**config.mk**
```make
export PLATFORM = sky130hd
export DESIGN_NAME = xor_gate_bist
export DESIGN_NICKNAME = d
export VERILOG_FILES = /design/src/rtl/xor_gate_bist.sv
export SDC_FILE = /design/constraint.sdc
export NUM_CORES = 1
export LEC_CHECK = 0
export BUFFER_PORTS_ARGS = -buffer_cell sky130_fd_sc_hd__clkbuf_2
export CAP_MARGIN = 40
export CORE_ASPECT_RATIO = 2
export CORE_MARGIN = 1.5
export CORE_UTILIZATION = 45
export DETAILED_ROUTE_END_ITERATION = 7
export PLACE_DENSITY = 0.66
export SYNTH_ARGS = -nofsm -noshare
export SYNTH_HDL_FRONTEND = slang
export SYNTH_SLANG_ARGS = --single-unit
```
**constraint.sdc**
```tcl
create_clock -name clk -period 3.6 [get_ports clk]
set_input_delay 0.36 -clock clk [delete_from_list [all_inputs] [get_ports clk]]
set_output_delay 0.36 -clock clk [all_outputs]
set_load 0.005 [all_outputs]
```
**src/rtl/xor_gate_bist.sv**
```systemverilog
// xor_gate_bist: built-in self-test sequencer for a two-input XOR gate.
// On a start request it walks the gate through 00,10,01,11 (as a,b),
// holds each vector for SETTLE_CYCLES clocks, samples gate_c and
// accumulates a per-vector failure mask, a saturating error count and
// a pass flag. REPEAT full passes are made per run.
module xor_gate_bist #(
  parameter int SETTLE_CYCLES = 4,
  parameter int REPEAT        = 1,
  parameter int ERR_W         = 8
) (
  input  logic             clk,
  input  logic             rst,
  input  logic             start,
  input  logic             gate_c,
  output logic             gate_a,
  output logic             gate_b,
  output logic             busy,
  output logic             done,
  output logic             pass,
  output logic [3:0]       fail_mask,
  output logic [ERR_W-1:0] err_count
);

  // Counter widths; a one-cycle settle or single pass still needs one bit.
  localparam int SW = (SETTLE_CYCLES > 1) ? $clog2(SETTLE_CYCLES) : 1;
  localparam int PW = (REPEAT > 1) ? $clog2(REPEAT) : 1;
  localparam logic [SW-1:0]    SETTLE_LOAD = SW'(SETTLE_CYCLES - 1);
  localparam logic [PW-1:0]    LAST_PASS   = PW'(REPEAT - 1);
  localparam logic [ERR_W-1:0] ERR_MAX     = {ERR_W{1'b1}};

  typedef enum logic [1:0] {
    S_IDLE  = 2'd0,
    S_DRIVE = 2'd1,
    S_DONE  = 2'd2
  } state_t;

  // Vector index i drives a = i[0], b = i[1]: 0->00, 1->10, 2->01, 3->11.
  function automatic logic f_vec_a(input logic [1:0] idx);
    return idx[0];
  endfunction

  function automatic logic f_vec_b(input logic [1:0] idx);
    return idx[1];
  endfunction

  // Expected XOR output for vector index i.
  function automatic logic f_expected(input logic [1:0] idx);
    return idx[0] ^ idx[1];
  endfunction

  state_t           r_state;
  logic [1:0]       r_idx;
  logic [PW-1:0]    r_pass_cnt;
  logic [SW-1:0]    r_settle;
  logic             r_gate_a;
  logic             r_gate_b;
  logic             r_busy;
  logic             r_done;
  logic             r_pass;
  logic [3:0]       r_fail_mask;
  logic [ERR_W-1:0] r_err_count;

  state_t           w_state_nxt;
  logic             w_sample;
  logic             w_last;
  logic             w_mismatch;
  logic [ERR_W-1:0] w_err_inc;
  logic [1:0]       w_idx_nxt;
  logic [PW-1:0]    w_pass_cnt_nxt;
  logic [SW-1:0]    w_settle_nxt;
  logic             w_gate_a_nxt;
  logic             w_gate_b_nxt;
  logic             w_busy_nxt;
  logic             w_done_nxt;
  logic             w_pass_nxt;
  logic [3:0]       w_fail_mask_nxt;
  logic [ERR_W-1:0] w_err_count_nxt;

  assign w_sample = (r_state == S_DRIVE) && (r_settle == {SW{1'b0}});
  assign w_last   = w_sample && (r_idx == 2'd3) && (r_pass_cnt == LAST_PASS);

  // Compare gate_c with the expected bit; an unknown gate_c falls into the mismatch branch.
  always_comb begin
    w_mismatch = 1'b1;
    if (gate_c == f_expected(r_idx)) begin
      w_mismatch = 1'b0;
    end else begin
      w_mismatch = 1'b1;
    end
  end

  // Saturating increment of the error count.
  always_comb begin
    w_err_inc = r_err_count;
    if (r_err_count == ERR_MAX) begin
      w_err_inc = r_err_count;
    end else begin
      w_err_inc = r_err_count + ERR_W'(1'b1);
    end
  end

  // FSM state register.
  always_ff @(posedge clk) begin
    if (rst) begin
      r_state <= S_IDLE;
    end else begin
      r_state <= w_state_nxt;
    end
  end

  // FSM next-state logic.
  always_comb begin
    w_state_nxt = r_state;
    case (r_state)
      S_IDLE: begin
        if (start) begin
          w_state_nxt = S_DRIVE;
        end else begin
          w_state_nxt = S_IDLE;
        end
      end
      S_DRIVE: begin
        if (w_last) begin
          w_state_nxt = S_DONE;
        end else begin
          w_state_nxt = S_DRIVE;
        end
      end
      S_DONE:  w_state_nxt = S_IDLE;
      default: w_state_nxt = S_IDLE;
    endcase
  end

  // Output/datapath next values; all outputs are registered below.
  always_comb begin
    w_idx_nxt       = r_idx;
    w_pass_cnt_nxt  = r_pass_cnt;
    w_settle_nxt    = r_settle;
    w_gate_a_nxt    = r_gate_a;
    w_gate_b_nxt    = r_gate_b;
    w_busy_nxt      = r_busy;
    w_done_nxt      = 1'b0;
    w_pass_nxt      = r_pass;
    w_fail_mask_nxt = r_fail_mask;
    w_err_count_nxt = r_err_count;
    case (r_state)
      S_IDLE: begin
        w_gate_a_nxt = 1'b0;
        w_gate_b_nxt = 1'b0;
        w_busy_nxt   = 1'b0;
        if (start) begin
          w_idx_nxt       = 2'd0;
          w_pass_cnt_nxt  = {PW{1'b0}};
          w_settle_nxt    = SETTLE_LOAD;
          w_fail_mask_nxt = 4'b0000;
          w_err_count_nxt = {ERR_W{1'b0}};
          w_pass_nxt      = 1'b0;
          w_busy_nxt      = 1'b1;
          w_gate_a_nxt    = f_vec_a(2'd0);
          w_gate_b_nxt    = f_vec_b(2'd0);
        end else begin
          w_busy_nxt = 1'b0;
        end
      end
      S_DRIVE: begin
        if (w_sample) begin
          if (w_mismatch) begin
            w_fail_mask_nxt[r_idx] = 1'b1;
            w_err_count_nxt        = w_err_inc;
          end else begin
            w_err_count_nxt = r_err_count;
          end
          w_idx_nxt    = r_idx + 2'd1;
          w_settle_nxt = SETTLE_LOAD;
          if (r_idx == 2'd3) begin
            w_pass_cnt_nxt = r_pass_cnt + PW'(1'b1);
          end else begin
            w_pass_cnt_nxt = r_pass_cnt;
          end
          if (w_last) begin
            w_gate_a_nxt = 1'b0;
            w_gate_b_nxt = 1'b0;
            w_busy_nxt   = 1'b0;
            w_done_nxt   = 1'b1;
            w_pass_nxt   = (w_err_count_nxt == {ERR_W{1'b0}});
          end else begin
            w_gate_a_nxt = f_vec_a(r_idx + 2'd1);
            w_gate_b_nxt = f_vec_b(r_idx + 2'd1);
          end
        end else begin
          w_settle_nxt = r_settle - SW'(1'b1);
        end
      end
      S_DONE: begin
        w_gate_a_nxt = 1'b0;
        w_gate_b_nxt = 1'b0;
        w_busy_nxt   = 1'b0;
      end
      default: begin
        w_gate_a_nxt = 1'b0;
        w_gate_b_nxt = 1'b0;
        w_busy_nxt   = 1'b0;
      end
    endcase
  end

  // Datapath and output registers; reset clears results and abandons a run.
  always_ff @(posedge clk) begin
    if (rst) begin
      r_idx       <= 2'd0;
      r_pass_cnt  <= {PW{1'b0}};
      r_settle    <= {SW{1'b0}};
      r_gate_a    <= 1'b0;
      r_gate_b    <= 1'b0;
      r_busy      <= 1'b0;
      r_done      <= 1'b0;
      r_pass      <= 1'b0;
      r_fail_mask <= 4'b0000;
      r_err_count <= {ERR_W{1'b0}};
    end else begin
      r_idx       <= w_idx_nxt;
      r_pass_cnt  <= w_pass_cnt_nxt;
      r_settle    <= w_settle_nxt;
      r_gate_a    <= w_gate_a_nxt;
      r_gate_b    <= w_gate_b_nxt;
      r_busy      <= w_busy_nxt;
      r_done      <= w_done_nxt;
      r_pass      <= w_pass_nxt;
      r_fail_mask <= w_fail_mask_nxt;
      r_err_count <= w_err_count_nxt;
    end
  end

  assign gate_a    = r_gate_a;
  assign gate_b    = r_gate_b;
  assign busy      = r_busy;
  assign done      = r_done;
  assign pass      = r_pass;
  assign fail_mask = r_fail_mask;
  assign err_count = r_err_count;

endmodule

```
==> metrics.cfg, run 1 <==
[timing]
fin_ws_ns = 1.22
slew_violations = 0
rsz0062_at_grt = no
tns_ns = 0
slew_headroom_pct = 64.4
hold_viol_final = 0
max_slew.worst_pin.slew_ns = 0.533
max_freq_mhz = 421
skew_ns = 0.00243
min_period_ns = 2.38
setup_viol_count_final = 0
finalCritPeriodShare_pct = 66.1

[global_routing]
grt_pass1_wl_um = 4960
grt_overflow = 0
grt_max_degree = 20
grt_usage_pct = 22.2
antenna_found_initial = 0
first_global_vias = 1111

[place]
place_inst = 190
place.gp.congestion = 0.872
place_ws_ns = 1.25
numPortBuffers = 20
post-dp-hpwl_um = 2280

[hold_path]
min-delay-start = start
min_path_cells = 3
holdPathEnd = busy
hold_path_class = input port to flip-flop

[floorplan]
die_area_sq_mm = 0.00307
die_x_um = 40.0
dieHeight_um = 76.9
start_util_pct = 47.8
ios = 21
row_count = 26
coreArea_sq_mm = 0.00257

[synth]
syn_area_per_cell_sq_um = 8.36
synth-main-ff-cell = dfxtp_1
synth-xor-area-share_pct = 1.43
synth-seq-cells = 24
synth_top_family_by_area = simple AND/OR/NAND/NOR gates
yosysSeqAreaShare_pct = 39.1
synthCells = 147
muxShareOfSynthArea_pct = 0.815
synth_edf_count = 0
synth_nets = 157
yosys_warnings = 0
synthSimpleGateAreaFrac_pct = 26.0
syn_area_sq_mm = 0.00123
ys_types = 42
synth_compound_area_share_pct = 22.8
synthAdderAreaFrac_pct = 6.11
async_flop_share_pct = 0

[drt]
viasPerCell = 6.32
wl_per_cell_um = 15.7
drt_wl_total_um = 3040
antenna_left = 0
num_vias = 1226
drt_drc_violations_left = 0
drt_iter0_markers = 52
dr.pass1.iters = 4

[finish]
fillCellCount = 246
drive_gt1_share_pct = 17.5
final_core_util_pct = 54.1
fin_nets = 177
syn_to_final_growth_pct = 13.2
antenna_cells = 0
fin_cells = 194

[clock_tree]
cts_tree = built
ctsHoldBuffers = 0
htree_levels = 1
path_clk_slew_ns = 0.08
numCtsBuffers = 3
cts_buffer_depth = 2
cts_resized = 0
cts_setup_buffers = 0
cts-root-buf = clkbuf_8
clock_latency_ns = 0.26
cts.sinks = 24

[worst_setup_path]
r2r_end = pass
critPathLaunchType = flip-flop
crit_chain = inv_1, ha_1, xnor2_1, nor3_1, mux2i_1, or4b_1, o21ai_1
rrSetupSlack_ns = 1.22
crit_path_max_incr_delay_ns = 0.45
end_kind = flip-flop
cp_slowest_cell = or4b_1
crit_required_ns = 3.80
critPathKind = flip-flop to flip-flop
reg2reg_depth = 7
arrival_ns = 2.58
cp_max_fo = 6
rr_startpoint = r_idx[0]

[pwr]
power.leakage_nw = 0.542
powerDensity_mw_per_mm2 = 387
peakVddDrop_mv = 0.196
power_mw = 0.539

[outcome]
status = finished clean

[job]
maxCapViolCount = 0

[cells by family after synthesis]
logic type                 Yosys count
AOI/OAI and AO/OA                   46
xor gates and xnor gates             2
adders and majority gates            6
buffers and inverters               10
DFF                                 24
muxes                                1
and+or+nand+nor                     58
[synth_stat cells (2+ instances only)]
cell	instances	share of area, %
dfxtp_1	24	39
ha_1	6	6.1
nor2b_1	5	2.5
or3_2	2	1.2
or4b_1	2	1.6
nand3_1	3	1.2
and2_1	2	1.0
nor2_1	15	4.6
and3_2	2	1.2
clkbuf_1	3	0.92
a211oi_1	3	1.8
a21oi_1	19	7.7
inv_1	5	1.5
nor3_1	7	2.9
nand2_1	9	2.7
nand2b_1	4	2.0
o21ai_0	8	3.3
a31oi_1	4	2.0
[flip-flops by register name, summed over array words and instances (netlist names)]
name        count
r_pass_cnt      1
pass            1
gate_b          1
r_idx           2
gate_a          1
busy            1
fail_mask       4
r_settle        2
err_count       8
done            1
r_state         2
[cells in the final DEF, fill, tap and decap left out, drive strengths merged, types with 2 or more instances in the layout]
master  Yosys  layout
and3        2       2
dfxtp      24      24
nor3        7       7
nand2       9       9
nor2b       5       5
o21ai       9       9
nand3       3       3
a21oi      19      19
inv         5       5
and2        2       2
nand2b      4       4
a211oi      3       3
nor2       15      15
or4b        2       2
nor4b       2       2
or3         3       3
a31oi       4       4
clkbuf      3      24
ha          6       6
[worst max path at each step]
stage / start / endpoint / slack (ns) / cells past startpoint
after CTS: r_idx[0] / pass / 1.22 / 7
after detailed placement: r_idx[0] / pass / 1.25 / 7
after floorplan: r_idx[0] / pass / 1.48 / 7
final: r_idx[0] / pass / 1.22 / 7
after global placement: r_idx[0] / pass / 1.35 / 7
after global routing: r_idx[0] / pass / 1.08 / 7
[report_power, final]
part	total [mW]	leakage [nW]	internal, mW	switching, mW
clock	0.182	0.0288	0.0976	0.0847
sequential	0.280	0.195	0.274	0.00646
combinational	0.0767	0.318	0.0276	0.0491
total	0.539	0.542	0.399	0.140
[critical path, delay by kind of cell (launching register included)]
family	cells	cell delay, ns
compound gates	1	0.12
fa+ha+maj	1	0.37
simple gates	2	0.83
xor+xnor	1	0.24
buf+inv	1	0.10
flops	1	0.41
mux	1	0.24
[area by class of cell]
| class | count | area [sq um] | area share (%) |
|---|---|---|---|
| multi-input cells | 113 | 702 | 50.4 |
| well taps | 28 | 35.0 | 2.52 |
| clock buffers | 4 | 55.1 | 3.96 |
| inverters | 5 | 18.8 | 1.35 |
| repair buffers | 20 | 100 | 7.19 |
| flip-flops and latches | 24 | 480 | 34.5 |
[metrics by stage]
| stage | cell area, sq um | hold slack [ns] |
|---|---|---|
| 2_1_floorplan | 1230 | 0.442 |
| 3_3_place_gp | 1340 | 0.448 |
| 3_5_place_dp | 1340 | 0.457 |
| 4_1_cts | 1390 | 0.442 |
| 5_1_grt | 1390 | 0.467 |
| 6_report | 1390 | 0.444 |
[routing by layer]
metal	global-route usage, %	up-vias	share of wire (%)
met2	36.8	50	53
met5	0	-	0
met3	1.73	9	3.6
li1	-	582	-
met4	11.7	0	3.1
met1	25.8	585	40
(Power assumes the default switching activity.)
==> run 2: changes to the inputs <==
- ABC_AREA: not set -> 1
- PLACE_DENSITY: 0.66 -> 0.68
- clock period: 3.6 -> 2 ns (I/O delays scaled with it)
==> run 2 against run 1 <==
  * Clock skew fell by 0.0011 ns
  * Clock power rose by 130%
  * Final cell count rose by 21%
  * Fmax rose by 33%
==> metrics.cfg, run 2 <==
[global_routing]
globalRouteMet2Util_pct = 36.3
grt_overflow = 0
grt_usage_pct = 20.5
grtUsageMet3_pct = 2.51
grt_max_degree = 18
grt_most_used_layer = met2
first_global_vias = 1126
grt_use_met1_pct = 21.2
antenna_found_initial = 0
grt_pass1_wl_um = 4670

[drt]
wl_per_cell_um = 12.4
num_vias = 1200
drt_wl_total_um = 2900
antenna_left = 0
drt_iter0_markers = 37
drt_drc_violations_left = 0
dr.pass1.iters = 4
viasPerCell = 5.11

[hold_path]
min-delay-start = start
hold_path_class = input port to flip-flop
min_path_cells = 3
holdPathEnd = r_state[0]

[finish]
final_cell_mix = nand2_1 (49), inv_1 (27), dfxtp_1 (24)
antenna_cells = 0
stdcell_area_sq_mm = 0.00150
drive_gt1_share_pct = 20.4
final_common_cell = nand2_1
fillCellCount = 266
final_core_util_pct = 54.9
largest_register_ff_count = 8
fin_nets = 217
syn_to_final_growth_pct = 16.2

[timing]
setup_viol_count_final = 0
hold_viol_final = 0
timing.hold.ws_ns = 0.304
max_slew.worst_pin.slew_ns = 0.366
slew_violations = 0
max_freq_mhz = 561
rsz0062_at_grt = no
tns_ns = 0
slew_headroom_pct = 75.6
skew_ns = 0.00137
min_period_ns = 1.78
fin_ws_ns = 0.217
finalCritPeriodShare_pct = 89.2

[floorplan]
dieHeight_um = 78.8
row_count = 27
coreArea_sq_mm = 0.00274
start_util_pct = 47.2
die_area_sq_mm = 0.00322
die_x_um = 40.9
ios = 21

[pwr]
p_int_mw = 0.843
power.switching_mw = 0.304
seq_power_share_pct = 44.7
peakVddDrop_mv = 0.450
pwr-share-clk_pct = 36.7
power.leakage_nw = 0.679
switching_share_pct = 26.5
combPwrFrac_pct = 18.6
powerDensity_mw_per_mm2 = 764

[worst_setup_path]
crit_required_ns = 2.20
arrival_ns = 1.98
r2r_end = pass
reg2reg_depth = 12
critPathKind = flip-flop to flip-flop
cp_max_fo = 5
end_kind = flip-flop
rrSetupSlack_ns = 0.22
rr_startpoint = r_idx[0]
critPathLaunchType = flip-flop

[clock_tree]
path_clk_slew_ns = 0.09
htree_levels = 1
clock_latency_ns = 0.26
cts.sinks = 24
numCtsBuffers = 3
cts_tree = built
cts-root-buf = clkbuf_8
cts_buffer_depth = 2

[synth]
synthTopCellsByArea = dfxtp_1 (37%), nand2_1 (14%), inv_1 (7.8%), nand3_1 (7.0%), a21oi_1 (6.2%)
syn_area_sq_mm = 0.00129
synth-main-ff-cell = dfxtp_1
yosys_warnings = 0
yosysTopAreaCellShare_pct = 37.2
synth_nets = 194
ys_types = 25
synth-seq-cells = 24
syn_area_per_cell_sq_um = 7.02
yosysSeqAreaShare_pct = 37.2
synthCells = 184
async_flop_share_pct = 0
ys_top_cells_by_count = nand2_1 (49), inv_1 (27), dfxtp_1 (24), nand3_1 (18), a21oi_1 (16)
synth_edf_count = 0
synth_top_area_cell = dfxtp_1
yosysMostFrequentCell = nand2_1

[place]
dpl_cell_area_sq_mm = 0.00142
numPortBuffers = 20
place.gp.congestion = 0.814
place_ws_ns = 0.178
post-dp-hpwl_um = 2230

[job]
maxCapViolCount = 0

[outcome]
status = finished clean

-- run 2: changes by cell type in the layout (fill, tap and decap cells not counted), sizes merged, moves of 5 or more --
| cell | before | now |
|---|---|---|
| inv | 5 | 29 |
| nand2 | 9 | 55 |
| nor3 | 7 | 2 |
| nor2b | 5 | 0 |
| nand3 | 3 | 18 |
| o21ai | 9 | 3 |
-- run 2: routing by layer --
metal / part of all wire, % / wire (um) / vias to the layer above
met4: 3.3 / 96 / 0
met3: 1.6 / 46 / 8
li1: - / - / 623
met5: 0 / 0 / -
met2: 57 / 1660 / 21
met1: 38 / 1100 / 548
-- run 2: critical path: stages (launching register included) --
cell and delay [ns]:
dfxtp_1 0.38, inv_1 0.13, ha_4 0.31, inv_2 0.04, nand2_1 0.04, nand2_1 0.07, nor2_2 0.18, nand4_1 0.14
nand2_1 0.11, nand2_1 0.05, nor2_1 0.09, nand2_1 0.07, a21oi_2 0.10
-- run 2: power groups by stage --
stage / Combinational [mW] / Clock [mW] / Sequential (mW)
after floorplan: 0.149 / 0 / 0.523
after global routing: 0.238 / 0.454 / 0.517
after global placement: 0.197 / 0 / 0.523
after detailed placement: 0.202 / 0 / 0.524
final: 0.213 / 0.421 / 0.512
after CTS: 0.203 / 0.430 / 0.513
-- run 2: worst max-delay path by stage --
stage / from / to / slack (ns) / cells past startpoint
5_1_grt: r_idx[0] / pass / 0.04 / 12
3_5_place_dp: r_idx[0] / pass / 0.18 / 12
3_3_place_gp: r_idx[0] / pass / 0.26 / 12
2_1_floorplan: r_idx[0] / pass / 0.36 / 12
4_1_cts: r_idx[0] / pass / 0.17 / 12
6_report: r_idx[0] / pass / 0.22 / 12
-- run 2: area by class of cell --
cell class	count	area [sq um]	area share, %
multi-input cells	127	689	45.9
flip-flops and latches	24	480	32.0
repair buffers	22	115	7.67
inverters	29	109	7.25
clock buffers	3	41.3	2.75
well taps	29	36.3	2.42
clock inverters	1	30.0	2.00
-- run 2: cell families (layout without fill, tap and decap cells) --
kind of cell / after synthesis / count (layout) / synth area share (%)
simple gates: 94 / 94 / 34.5
buf+inv: 33 / 55 / 10.5
compound gates: 27 / 27 / 12.1
flops: 24 / 24 / 37.2
fa+ha+maj: 6 / 6 / 5.81
-- run 2: through the flow --
step | total power [mW] | cells
finish | 1.15 | 235
floorplan | 0.672 | 184
global placement | 0.720 | 231
CTS | 1.15 | 235
detailed placement | 0.726 | 231
global route | 1.21 | 235
-- run 2: timing repair --
item	CTS	global route
setup endpoints to repair	0	1
hold buffers	0	0
resized for setup	0	2
buffers inserted	0	0
